===== config.mk =====
export PLATFORM = sky130hd
export DESIGN_NAME = cache_arbiter
export DESIGN_NICKNAME = d
export VERILOG_FILES = /design/src/rtl/cache_arbiter.sv
export SDC_FILE = /design/constraint.sdc
export NUM_CORES = 1
export LEC_CHECK = 0
export BUFFER_PORTS_ARGS = -buffer_cell sky130_fd_sc_hd__buf_2
export CORE_AREA = 2 2 548 550
export CTS_CLUSTER_SIZE = 10
export DETAILED_ROUTE_END_ITERATION = 16
export DIE_AREA = 0 0 550 552
export PLACE_DENSITY = 0.3
export RECOVER_POWER = 100
export SLEW_MARGIN = 15
export SYNTH_ARGS = -nofsm -noshare
export SYNTH_HDL_FRONTEND = slang
export SYNTH_SLANG_ARGS = --single-unit

===== constraint.sdc =====
create_clock -name clk -period 12.41 [get_ports clk]
set_clock_uncertainty 0.2 [all_clocks]
set_input_delay 1.241 -clock clk [delete_from_list [all_inputs] [get_ports clk]]
set_output_delay 1.241 -clock clk [all_outputs]
set_load 0.02 [all_outputs]

===== src/rtl/cache_arbiter.sv =====
// Round-robin arbiter that shares one line-granular memory port between an
// I-cache (reads only) and a D-cache (reads and writebacks).
module cache_arbiter #(
  parameter int LINE_WIDTH = 256,
  parameter int ADDR_WIDTH = 32
) (
  input  logic                  clk,
  input  logic                  rst,

  input  logic                  i_pmem_read,
  input  logic [ADDR_WIDTH-1:0] i_pmem_address,
  output logic [LINE_WIDTH-1:0] i_pmem_rdata,
  output logic                  i_pmem_resp,

  input  logic                  d_pmem_read,
  input  logic                  d_pmem_write,
  input  logic [ADDR_WIDTH-1:0] d_pmem_address,
  input  logic [LINE_WIDTH-1:0] d_pmem_wdata,
  output logic [LINE_WIDTH-1:0] d_pmem_rdata,
  output logic                  d_pmem_resp,

  output logic                  pmem_read,
  output logic                  pmem_write,
  output logic [ADDR_WIDTH-1:0] pmem_address,
  output logic [LINE_WIDTH-1:0] pmem_wdata,
  input  logic [LINE_WIDTH-1:0] pmem_rdata,
  input  logic                  pmem_resp
);

  typedef enum logic [1:0] {IDLE, SERVE_I, SERVE_D} state_e;
  typedef enum logic {GRANT_I, GRANT_D} grant_e;

  state_e                state;
  grant_e                last_grant;
  logic [ADDR_WIDTH-1:0] lat_addr;
  logic                  lat_write;
  logic [LINE_WIDTH-1:0] lat_wdata;

  logic i_req;
  logic d_req;
  logic grant_d;
  logic busy;

  assign i_req = i_pmem_read;
  assign d_req = d_pmem_read | d_pmem_write;
  // D wins when it is alone, or on a tie when I had the previous grant.
  assign grant_d = d_req && (!i_req || (last_grant == GRANT_I));

  // NOTE: sequential state uses non-blocking assignments so every register
  // samples pre-edge values; blocking here would create order-dependent races.
  always_ff @(posedge clk or posedge rst) begin
    if (rst) begin
      state      <= IDLE;
      last_grant <= GRANT_I;
      lat_addr   <= '0;
      lat_write  <= 1'b0;
      lat_wdata  <= '0;
    end else begin
      case (state)
        IDLE: begin
          if (grant_d) begin
            state      <= SERVE_D;
            last_grant <= GRANT_D;
            lat_addr   <= d_pmem_address;
            lat_write  <= d_pmem_write;  // read+write together is a write
            lat_wdata  <= d_pmem_wdata;
          end else if (i_req) begin
            state      <= SERVE_I;
            last_grant <= GRANT_I;
            lat_addr   <= i_pmem_address;
            lat_write  <= 1'b0;
            lat_wdata  <= '0;
          end
        end
        SERVE_I, SERVE_D: begin
          if (pmem_resp) state <= IDLE;
        end
        default: state <= IDLE;
      endcase
    end
  end

  // Memory-side outputs depend only on the latched transaction.
  assign busy         = (state != IDLE);
  assign pmem_read    = busy && !lat_write;
  assign pmem_write   = busy && lat_write;
  assign pmem_address = busy ? lat_addr : '0;
  assign pmem_wdata   = (busy && lat_write) ? lat_wdata : '0;

  // Completion is forwarded in the same cycle as pmem_resp.
  assign i_pmem_resp  = (state == SERVE_I) && pmem_resp;
  assign d_pmem_resp  = (state == SERVE_D) && pmem_resp;
  assign i_pmem_rdata = (state == SERVE_I) ? pmem_rdata : '0;
  assign d_pmem_rdata = (state == SERVE_D) ? pmem_rdata : '0;

endmodule


; Yosys cells after proc, flatten, opt, wreduce, memory -nomap -nowiden
; Index checks and enable logic that the tools add are counted.
[classes]
mul = 0
n_addsub = 0
mux = 15
n_eq_ne = 4
div_mod_pow = 0
bitwise_logic = 2
magnitude_cmp = 0
reduce_logical = 14
shift = 0
[op_table]
columns = cell, count
row1 = $mux 256, 5
row2 = $mux 32, 3
row3 = $mux 2, 3
row4 = $logic_and 1x1->1, 5
row5 = $pmux 2 s2, 1
row6 = $reduce_and 2->1, 2
row7 = $reduce_bool 2->1, 2
row8 = $mux 1, 3
row9 = $ne 3x3->1 const B, 1
row10 = $eq 2x1->1 const B, 1
row11 = $eq 2x2->1 const B, 1
row12 = $logic_not 1->1, 2
row13 = $logic_not 2->1, 1
row14 = $ne 2x2->1 const B, 1
row15 = $reduce_or 2->1, 1
row16 = $logic_or 1x1->1, 1
row17 = $not 1->1, 1
row18 = $or 1x1->1, 1
[word_totals]
latchBits = 0
input_bits = 582
elab_cells = 40
output_inout_bits = 804
ramBits = 0
reg_bits = 292
mem_bits_ro = 0
n_memories = 0

; Depth between registers and ports, before layout
; Gate-level depths: netlist of run 1.
[depth]
depth_word = 5
mapped_depth = 8
ltp_nobuf = 5

; Worst setup path before layout of run 1
; OpenSTA, ideal clock, no wires.
[synth_path]
path_kind = flip-flop to output port
startpoint = register state[0]
endpoint = output pmem_wdata[216]
arrival_time_ps = 1650
path_slack_ps = 9319
required_ps = 10969
stages_incl_launch_ff = 8
path_buffers = 3
path_cell_list = dfrtp_1 inv_1 ha_1 buf_2 nor2b_1 clkbuf_1 clkbuf_1 and2_1
[synth_via]
elab_chain_len = 3
[synth_lines]
columns = item, line
row1 = from (decl), 33  ; state_e state;
row2 = from (signal assigned), 53  ; state <= IDLE;
row3 = from (signal assigned), 62  ; state <= SERVE_D;
row4 = from (signal assigned), 68  ; state <= SERVE_I;
row5 = $reduce_bool 2->1, 84  ; assign busy = (state != IDLE);
row6 = $logic_and 1x1->1, 88  ; assign pmem_wdata = (busy && lat_write) ? lat_wdata : '0;
row7 = $mux 256, 88
row8 = to (decl), 25  ; output logic [LINE_WIDTH-1:0] pmem_wdata,
; Every way passes these cells.

; Worst setup path in the final report of run 1
[layout_path]
startpoint = register state[1]
endpoint = output i_pmem_rdata[107]
[layout_via]
elab_chain_len = 2
[layout_lines]
columns = item, line
row1 = $eq 2x1->1, 93  ; assign i_pmem_rdata = (state == SERVE_I) ? pmem_rdata : '0;
row2 = $mux 256, 93
row3 = to (decl), 12  ; output logic [LINE_WIDTH-1:0] i_pmem_rdata,
; Every way passes these cells.

==> key figures, run 1 <==
Final layout
  • Multi-input combinational cell area: 0.00801 mm^2
  • Register area: about 0.0073 mm^2
  • Fillers: 35100
  • Post-layout nets: 3505
  • Layout cells sized above 1: 38.0%
  • Utilization after layout: 9.60%
  • Area Growth Syn to Fin: 79.0%

Logic synthesis
  • Post-Synthesis Net Count: 2205
  • Mapped Area: 0.0160 mm^2
  • Ys Warns: 0
  • Ranking of synthesized cells by area: dfrtp_1 (46%), and2_1 (30%), a22o_1 (14%), clkbuf_1 (2.2%), mux2i_1 (2.0%)
  • FF+latch count, synth: between 200 and 300
  • Synth cell types: 20
  • Post-Synthesis Cells: about 1600
  • Synth top area share: 45.7%
  • Mean Syn Cell Area: 9.88 um^2
  • Seq/Total Area, Yosys: 45.7%
  • Biggest area consumer among synthesized cells: dfrtp_1

Power
  • Power density cells: 230 mW/mm^2
  • Maximum vdd drop: 0.147 mV
  • Seq pwr share: 30.2%
  • Clock power frac: 20.8%
  • Sw frac: 51.6%
  • Gate power share: between 40% and 50%
  • Power Total: ~6.6 mW
  • Internal Power: approximately 3.2 mW
  • Leakage power: about 13 nW
  • Sw power: 3.40 mW

Worst setup path
  • Crit Path Category: reg2out
  • Slowest cell delay on critical path: 1.80 ns
  • CP most frequent cell: clkbuf_1
  • Critical Path AT: 7.08 ns
  • Worst Path Max Fanout: 132
  • Slowest stage cell, crit path: clkbuf_1
  • CP endpoint kind: output pin
  • Cell breakdown of the critical path: inv_1 > ha_1 > clkbuf_1 > clkbuf_1 > buf_4 > and2_1 > buf_2
  • Req. time, crit path: around 11 ns
  • Worst setup SP type: flop
  • R2R setup slack: 4.75 ns

GRT
  • Total gr overflow: 0
  • Global-route wire length before repair: 244000 um
  • Antenna violations before repair: 242
  • Vias in the first global route: 18600
  • Largest net degree at the start of global routing: 148
  • GRT Util Overall: about an eighth

Routing
  • DR WL/cell: 29.0 um
  • Antenna viol nets, final: 0
  • Detailed Route Iter0 Violations: between 1000 and 1500
  • Via density per instance: 2.76
  • Final WL: 202000 um
  • Residual DRC: 0
  • TritonRoute pass-1 iters: 5
  • Via count: approximately 19000

Floorplanning
  • Ports: 1386
  • Die Y-Extent: 552 um
  • Initial Utilization: 5.36%
  • Die width: 550 um
  • Die Area: 0.304 mm^2
  • Core area: 0.298 mm^2
  • # rows: 201

Outcome
  • Failing checks: capacitance limit, slew limit
  • Status: finished, violations left

Job
  • Max-cap violations: 12

Clocking
  • Clock buffer count from CTS: 45
  • Post-cts resize count: 0
  • Buffer depth of the longest clock path: 3
  • CTS tree: built
  • Clock sink count: 292
  • H-tree depth: 2
  • Worst-path clk slew: 0.06 ns
  • Clk root buf: clkbuf_16
  • Clock Latency Late Sink: 0.62 ns
  • Post-CTS Setup Bufs: 0
  • Hold Buf Count CTS: 0

Timing
  • Relative slew slack: -286%
  • Final worst path period share: 68.7%
  • Setup repair after global routing missed its margin: no
  • Final Max Tran Viols: approximately 640
  • Final min period: 8.52 ns
  • Slew @ Worst Pin: 5.77 ns
  • Final count of negative-setup-slack endpoints: 0
  • Worst Slack Setup Final: 3.89 ns
  • Hold Vio Cnt, Final: 0
  • Setup TNS: 0 ns
  • Fmax: ~120 MHz

Placed design
  • Input/output buffers: around 1400
  • Post-detail-place hpwl: 179000 um
  • RD Place Congestion: 1.01
  • Pre-CTS WS: 7.25 ns

Hold path
  • Hold WC Path Type: reg2reg
path summary, 6_finish.rpt:
kind | cells past startpoint | endpoint | from
max | 7 | i_pmem_rdata[107] | state[1]
min | 2 | lat_addr[24] | lat_addr[24]
max reg2reg | 8 | lat_wdata[119] | state[0]
min reg2reg | 2 | lat_addr[24] | lat_addr[24]
max in group asynchronous | 3 | lat_wdata[246] | rst
min in group asynchronous | 2 | lat_wdata[123] | rst
power groups by stage:
stage	registers (mW)	clock network (mW)	logic [mW]
after CTS	2.01	1.43	3.39
after global placement	2.05	0	3.36
after global routing	2.05	1.45	3.50
final	1.99	1.37	3.23
after detailed placement	2.00	0	3.38
after floorplan	1.51	0	2.00
cell families (layout without fill, tap and decap cells):
kind of cell	count (synthesis)	count (layout)	share of synthesized area, %
other cells	0	60	0
flops	292	292	45.7
fa+ha+maj	3	3	0.235
compound gates	295	295	15.5
mux	33	33	2.07
buf+inv	159	1492	4.20
simple gates	838	838	32.3
critical path: cells and delay by family (launching register included):
family	cells	cell delay, ns
simple gates	1	0.29
flops	1	0.40
fa+ha+maj	1	1.01
buf+inv	5	4.57
cell usage after synthesis:
cell type	count
nand2_1	32
ha_1	3
o22ai_1	1
nor3_1	1
o31ai_4	1
dfrtp_1	292
o2bb2ai_4	1
clkbuf_1	94
and2_1	770
nor2_1	1
a21o_1	1
a22o_1	257
o21ai_0	33
buf_2	60
mux2_2	1
inv_1	5
nor2_4	1
mux2i_1	32
nor2b_1	33
a2bb2oi_1	1
through the flow:
| stage | hold slack [ns] | cells | instance area (um^2) |
|---|---|---|---|
| global route | 0.296 | 6923 | 28500 |
| finish | 0.272 | 6971 | 28600 |
| floorplan | 0.242 | 1620 | 16000 |
| detailed placement | 0.263 | 6830 | 27500 |
| global placement | 0.262 | 6830 | 27500 |
| CTS | 0.277 | 6910 | 29000 |
layout make-up:
| class | instances | share of cell area (%) |
|---|---|---|
| Multi-Input combinational cell | 1169 | 28.0 |
| Sequential cell | 292 | 25.5 |
| Timing Repair Buffer | 1407 | 23.2 |
| Tap cell | 3958 | 17.3 |
| Clock buffer | 58 | 4.49 |
| Clock inverter | 22 | 0.909 |
| Antenna cell | 60 | 0.524 |
| Inverter | 5 | 0.0699 |
per-layer routing:
layer / share of wire, % / global-route usage (%)
met1: 41 / 15.5
met2: 47 / 21.8
met3: 8.8 / 3.88
met4: 2.9 / 2.44
met5: 0.045 / 0
flip-flops by register name (all words and copies together), names as in the netlist:
register	count
lat_wdata	256
lat_addr	32
state	2
last_grant	1
lat_write	1
cell usage in the layout, fill, tap and decap left out, types with 9 or more instances in the layout:
| cell | n |
|---|---|
| clkbuf_16 | 45 |
| and2_0 | 317 |
| a22o_1 | 257 |
| o21ai_0 | 33 |
| nand2_1 | 32 |
| buf_4 | 9 |
| and2_1 | 453 |
| nor2b_1 | 33 |
| buf_2 | 1027 |
| diode_2 | 60 |
| clkinv_2 | 10 |
| clkbuf_1 | 370 |
| dfrtp_1 | 292 |
| clkbuf_8 | 11 |
| mux2i_1 | 32 |
(Power assumes the default switching activity.)
==> inputs of run 2 (changes only) <==
- ABC_AREA: default -> 1
- CORE_AREA: 2 2 548 550 -> 2 2 539 541
- DIE_AREA: 0 0 550 552 -> 0 0 541 543
- PLACE_DENSITY: 0.3 -> 0.32
- clock period: 12.41 -> 7.7 ns (I/O delays scaled with it)
==> run 2 against run 1 <==
The run still ends with capacitance limit, slew limit left. Synthesized cell count is 75% higher. Via count is 20% higher. Power is 71% higher. Sequential power is 20% higher. Global-route usage is 1.3 points higher. Clock power is 41% higher. Final area is 1.5% higher. Non-clock buffer count is 1 higher. Area after synthesis is 9.1% higher. Clock-buffer cell count is 1 lower. Sequential share of layout area is 0.39 points lower. Critical endpoint is now d_pmem_rdata[231].
==> key figures, run 2 <==
GRT
  • Antenna violations before repair: 156
  • Vias in the first global route: between 20000 and 25000
  • Global-route wire length before repair: around 260000 um
  • GRT Util Overall: 13.9%
  • Largest net degree at the start of global routing: 181
  • Total gr overflow: 0

Hold path
  • Worst Min Path Start: d_pmem_wdata[186]
  • Worst Hold Path EP: lat_wdata[186]
  • Hold WC Path Type: in2reg
  • Worst hold stages: 3

Floorplanning
  • Initial Utilization: 6.07%
  • Die Area: between 0.2 and 0.3 mm^2
  • Die width: about 540 um
  • Die Y-Extent: 543 um
  • # rows: about 200
  • Ports: 1386
  • Core area: 0.287 mm^2

Placed design
  • Post-detail-place hpwl: 189000 um
  • Placed inst area: 0.0287 mm^2
  • Input/output buffers: 1385
  • RD Place Congestion: 0.905
  • Pre-CTS WS: about 3.5 ns
  • Placed cells: 7859

Power
  • Internal Power: 4.59 mW
  • Power density cells: between 300 and 400 mW/mm^2
  • Power Total: 11.2 mW
  • Leakage power: about 16 nW
  • Gate power share: 61.5%
  • Sw power: 6.64 mW
  • Clock power frac: 17.2%
  • Seq pwr share: 21.3%
  • Maximum vdd drop: 0.252 mV
  • Sw frac: 59.1%

Routing
  • Via density per instance: about 2.9
  • Via count: 23000
  • DR WL/cell: 26.6 um
  • Antenna viol nets, final: 0
  • Detailed Route Iter0 Violations: ~1600
  • TritonRoute pass-1 iters: 7
  • Residual DRC: 0
  • Final WL: approximately 210000 um

Timing
  • Final worst path period share: 77.3%
  • Worst Slack Setup Final: 1.75 ns
  • Setup repair after global routing missed its margin: no
  • Setup TNS: 0 ns
  • Final Max Tran Viols: 677
  • Hold Vio Cnt, Final: 0
  • Final min period: 5.95 ns
  • Final count of negative-setup-slack endpoints: 0
  • Relative slew slack: -155%
  • Hold WS: 0.159 ns
  • Slew @ Worst Pin: 3.82 ns
  • Fmax: roughly 170 MHz

Worst setup path
  • Worst Path Max Fanout: 129
  • Cell breakdown of the critical path: inv_1 > ha_1 > clkbuf_2 > nand2_1 > inv_1 > clkbuf_1
  • Critical Path AT: 4.98 ns
  • Crit Path Category: reg2out
  • R2R setup slack: roughly 3.3 ns
  • Req. time, crit path: 6.73 ns
  • Slowest cell delay on critical path: around 2.0 ns
  • R2r endpoint: lat_wdata[204]
  • Reg2Reg Launch Point: state[1]
  • Slowest stage cell, crit path: clkbuf_2
  • Reg2Reg Depth: 7
  • Worst setup SP type: flop
  • CP most frequent cell: inv_1
  • CP endpoint kind: output pin

Logic synthesis
  • Ys Warns: 0
  • Seq/Total Area, Yosys: 41.9%
  • Simple-gate portion of the synthesized area: 27.2%
  • Ranking of synthesized cells by area: dfrtp_1 (42%), nand2_1 (19%), inv_1 (19%), o21ai_0 (7.4%), nor2_1 (6.3%)
  • Number of flops mapped to enable cells by yosys: 0
  • FF+latch count, synth: 292
  • Synth cell types: 17
  • Count leader, synth: nand2_1
  • Synth top area share: 41.9%
  • Post-Synth Adder-Cell Area: 0.215%
  • Biggest area consumer among synthesized cells: dfrtp_1
  • Post-Synthesis Cells: 2832
  • Post-synthesis mux area share: 0%
  • Most frequent cells after synthesis: nand2_1 (879), inv_1 (877), dfrtp_1 (292)
  • Ys flop type: dfrtp_1
  • Async SR Flop Fraction: between 90% and 100%
  • Main combinational cell family by area after synthesis: simple AND/OR/NAND/NOR gates
  • Mapped Area: 0.0175 mm^2
  • Post-synthesis compound-gate area fraction: 7.51%
  • Post-Synth XOR/XNOR Area: 0%
  • Post-Synthesis Net Count: 3417
  • Mean Syn Cell Area: between 6 and 7 um^2

Final layout
  • Layout cells sized above 1: 16.3%
  • Non-Filler Instances: roughly 8000
  • Most flop-heavy register: lat_wdata
  • Most frequent cells in the layout: nand2_1 (878), inv_1 (875), clkbuf_1 (806)
  • Final instance area: between 0.02 and 0.03 mm^2
  • Area Growth Syn to Fin: 66.6%
  • Utilization after layout: 10.1%
  • Post-layout nets: 4706
  • Most common cell after layout, fill and taps aside: nand2_1
  • Max reg flops: 256
  • Top flop regs: lat_wdata x256, lat_addr x32, state x2

Clocking
  • CTS tree: built
  • H-tree depth: 2
  • Clock buffer count from CTS: 40
  • Clock Latency Late Sink: 0.61 ns
  • Clk root buf: clkbuf_16
  • Clock sink count: 292
  • Post-CTS Setup Bufs: 0
  • Worst-path clk slew: roughly 0.06 ns
  • Post-cts resize count: 0
  • Buffer depth of the longest clock path: 3

Outcome
  • Failing checks: capacitance limit, slew limit
  • Status: finished, violations left

Job
  • Max-cap violations: 10
run 2: changes by cell type in the layout (fill, tap and decap cells not counted), moves of 224 or more:
| cell | previous run | this run |
|---|---|---|
| a22o_1 | 257 | 0 |
| nand2_1 | 32 | 878 |
| clkbuf_1 | 370 | 806 |
| and2_1 | 453 | 0 |
| inv_1 | 4 | 875 |
| nor2_1 | 1 | 291 |
| buf_2 | 1027 | 594 |
| and2_0 | 317 | 0 |
| o21ai_0 | 33 | 257 |
run 2: repair_timing:
action,in CTS,in global routing
hold buffers,1,0
endpoints found under the setup margin,0,0
hold endpoints to repair,2,0
run 2: power groups by stage:
stage | Combinational (mW) | Clock, mW | Sequential (mW)
2_1_floorplan | 3.74 | 0 | 2.38
3_3_place_gp | 7.32 | 0 | 2.41
3_5_place_dp | 7.31 | 0 | 2.41
4_1_cts | 7.34 | 2.06 | 2.39
5_1_grt | 7.63 | 2.10 | 2.47
6_report | 6.90 | 1.93 | 2.39
run 2: layout make-up:
cell class	instances	area (um^2)
Antenna cell	89	223
Tap cell	3781	4730
Clock buffer	57	1130
Clock inverter	12	146
Multi-Input combinational cell	1502	6100
Sequential cell	292	7310
Timing Repair Buffer	1408	6140
Inverter	877	3300
Fill cell	34600	258000
run 2: critical path, delay by kind of cell, from the launching register on:
family / cells / cell delay [ns]
buffers and inverters: 4 / 2.55
AND/OR/NAND/NOR: 1 / 0.67
adder cells (fa/ha/maj): 1 / 0.54
flip-flops: 1 / 0.40
run 2: kinds of logic (layout without fill, tap and decap cells):
family                   Yosys count  in the layout
AO/OA/AOI/OAI                    259            259
adder cells (fa/ha/maj)            3              3
flip-flops                       292            292
other                              0             89
AND/OR/NAND/NOR                 1240           1240
buffers and inverters           1038           2354
run 2: worst max-delay path by stage:
stage | from | endpoint | slack (ns)
floorplan | rst | last_grant | 2.85
detailed placement | state[1] | pmem_wdata[10] | 3.45
finish | state[0] | d_pmem_rdata[231] | 1.75
global route | state[0] | d_pmem_rdata[232] | 1.30
global placement | state[0] | pmem_wdata[0] | 3.60
CTS | state[1] | pmem_wdata[91] | 2.75
run 2: layer usage:
metal / GRT usage [%] / vias to the layer above / wire [um]
met1: 17.3 / 10800 / 89700
met4: 4.26 / 48 / 6130
met2: 20.8 / 1371 / 90500
met5: 0 / - / 478
met3: 7.08 / 331 / 26600
li1: - / 10500 / -
==> inputs of run 3 (changes only) <==
- PLACE_DENSITY: 0.32 -> 0.31
- clock period: 7.7 -> 5.6 ns (I/O delays scaled with it)
==> run 3 against run 2 <==
The flow still finishes with violations (capacitance limit, slew limit). Clock power grew 42%. Final area grew 9.3%. Combinational power grew 36%. Critical path type unchanged. First-iteration DRC count grew 8.8%. Critical endpoint is now pmem_wdata[99]. Die area is the same. Critical path depth grew 1. Clock-buffer cell count shrank 2.
==> key figures, run 3 (same netlist as run 2, synthesis figures left out) <==
Outcome
  • Status: finished, violations left
  • Failing checks: capacitance limit, slew limit

Worst setup path
  • Worst setup SP type: flop
  • Req. time, crit path: 4.84 ns
  • Slowest stage cell, crit path: clkbuf_4
  • Critical Path AT: 3.69 ns
  • R2R setup slack: 1.48 ns
  • CP most frequent cell: nor2_1
  • Worst Path Max Fanout: between 90 and 100
  • Slowest cell delay on critical path: just over 0.8 ns
  • Cell breakdown of the critical path: inv_1 > ha_1 > nor2_1 > inv_8 > clkbuf_4 > nor2_1 > clkbuf_1
  • CP endpoint kind: output pin
  • Crit Path Category: reg2out

Floorplanning
  • Initial Utilization: under 10%
  • Die width: 541 um
  • Ports: 1386
  • # rows: just under 200
  • Core area: 0.287 mm^2
  • Die Area: 0.294 mm^2
  • Die Y-Extent: 543 um

Final layout
  • Most flop-heavy register: lat_wdata
  • Top flop regs: lat_wdata x256, lat_addr x32, state x2
  • Max reg flops: 256
  • Most frequent cells in the layout: nand2_1 (878), inv_1 (875), clkbuf_1 (801)
  • Most common cell after layout, fill and taps aside: nand2_1
  • Final instance area: 0.0318 mm^2
  • Post-layout nets: just under 5000
  • Layout cells sized above 1: 15.5%
  • Utilization after layout: 11.1%
  • Area Growth Syn to Fin: 82.0%

Routing
  • Antenna viol nets, final: 0
  • Detailed Route Iter0 Violations: 1788
  • DR WL/cell: 26.6 um
  • Via count: 24400
  • Final WL: 220000 um
  • Via density per instance: 2.94
  • Residual DRC: 0
  • TritonRoute pass-1 iters: 5

GRT
  • Largest net degree at the start of global routing: 179
  • GRT Util Overall: between 10% and 20%
  • Met2 usage: approximately a fifth
  • Grt peak-use layer: met2
  • Antenna violations before repair: 166
  • Met3 global-route usage: under 10%
  • Global-route wire length before repair: 272000 um
  • Total gr overflow: 0
  • Vias in the first global route: roughly 24000
  • Met1 Use GR: 18.2%

Power
  • Power Total: 15.4 mW
  • Leakage power: 17.2 nW
  • Power density cells: about 490 mW/mm^2
  • Maximum vdd drop: ~0.27 mV

Timing
  • Setup TNS: 0 ns
  • Final worst path period share: 79.4%
  • Setup repair after global routing missed its margin: no
  • Slew @ Worst Pin: 2.01 ns
  • Hold Vio Cnt, Final: 0
  • Relative slew slack: -34.3%
  • Fmax: 225 MHz
  • Final Max Tran Viols: between 200 and 250
  • Final count of negative-setup-slack endpoints: 0
  • Final min period: 4.45 ns

Placed design
  • Post-detail-place hpwl: 192000 um
  • Input/output buffers: 1385
  • RD Place Congestion: roughly 0.93
  • Placed inst area: about 0.029 mm^2

Clocking
  • Clk root buf: clkbuf_16
  • Clock buffer count from CTS: 41
  • Clock Latency Late Sink: 0.61 ns
  • Post-cts resize count: 0
  • H-tree depth: 2
  • Worst-path clk slew: ~0.060 ns
  • Clock sink count: between 200 and 300
  • Buffer depth of the longest clock path: 3
  • CTS tree: built

Hold path
  • Hold WC Path Type: in2reg

Job
  • Max-cap violations: 4
-- run 3: power breakdown --
group / leakage, nW / switching (mW) / internal (mW)
Clock: 0.638 / 1.23 / 1.53
Combinational: 12.9 / 7.46 / 1.93
Sequential: 3.70 / 0.261 / 3.03
-- run 3: cell type report --
| class | instances | area, um^2 |
|---|---|---|
| inverter | 877 | 3300 |
| clock inverter | 15 | 164 |
| tap | 3781 | 4730 |
| antenna | 101 | 253 |
| fill | 34400 | 256000 |
| multi-input combinational | 1502 | 6100 |
| clock buffer | 55 | 1140 |
| sequential | 292 | 7310 |
| timing repair buffer | 1664 | 8790 |
-- run 3: layer usage --
layer  wire, um  share of wire, %
met5        223              0.10
met4       6970               3.2
met3      24800                11
met2      92600                42
met1      95600                43
-- run 3: critical path: cells and delay by family (launching register included) --
| family | cells | cell delay (ns) |
|---|---|---|
| buffers and inverters | 4 | 1.62 |
| and+or+nand+nor | 2 | 0.69 |
| DFF | 1 | 0.38 |
| adders and majority gates | 1 | 0.21 |
-- run 3: final timing paths --
| path | start | end | cells past startpoint |
|---|---|---|---|
| max | state[0] | pmem_wdata[99] | 7 |
| min | d_pmem_wdata[88] | lat_wdata[88] | 3 |
| max reg2reg | state[0] | lat_wdata[252] | 8 |
| min reg2reg | lat_addr[3] | lat_addr[3] | 2 |
| max in group asynchronous | rst | lat_addr[30] | 4 |
| min in group asynchronous | rst | lat_wdata[26] | 3 |
-- run 3: timing repair --
item,in CTS,in global routing
hold endpoints to repair,276,0
hold buffers,258,0
buffers inserted,0,0
setup endpoints to repair,0,0
-- run 3: stage by stage --
stage / hold WS (ns) / instances / setup slack (ns)
floorplan: 0.249 / 2832 / 0.965
global placement: 0.263 / 7857 / 2.32
detailed placement: 0.265 / 7857 / 2.30
CTS: 0.0000974 / 8185 / 1.67
global route: 0.0175 / 8246 / 0.847
finish: 0.0499 / 8287 / 1.15
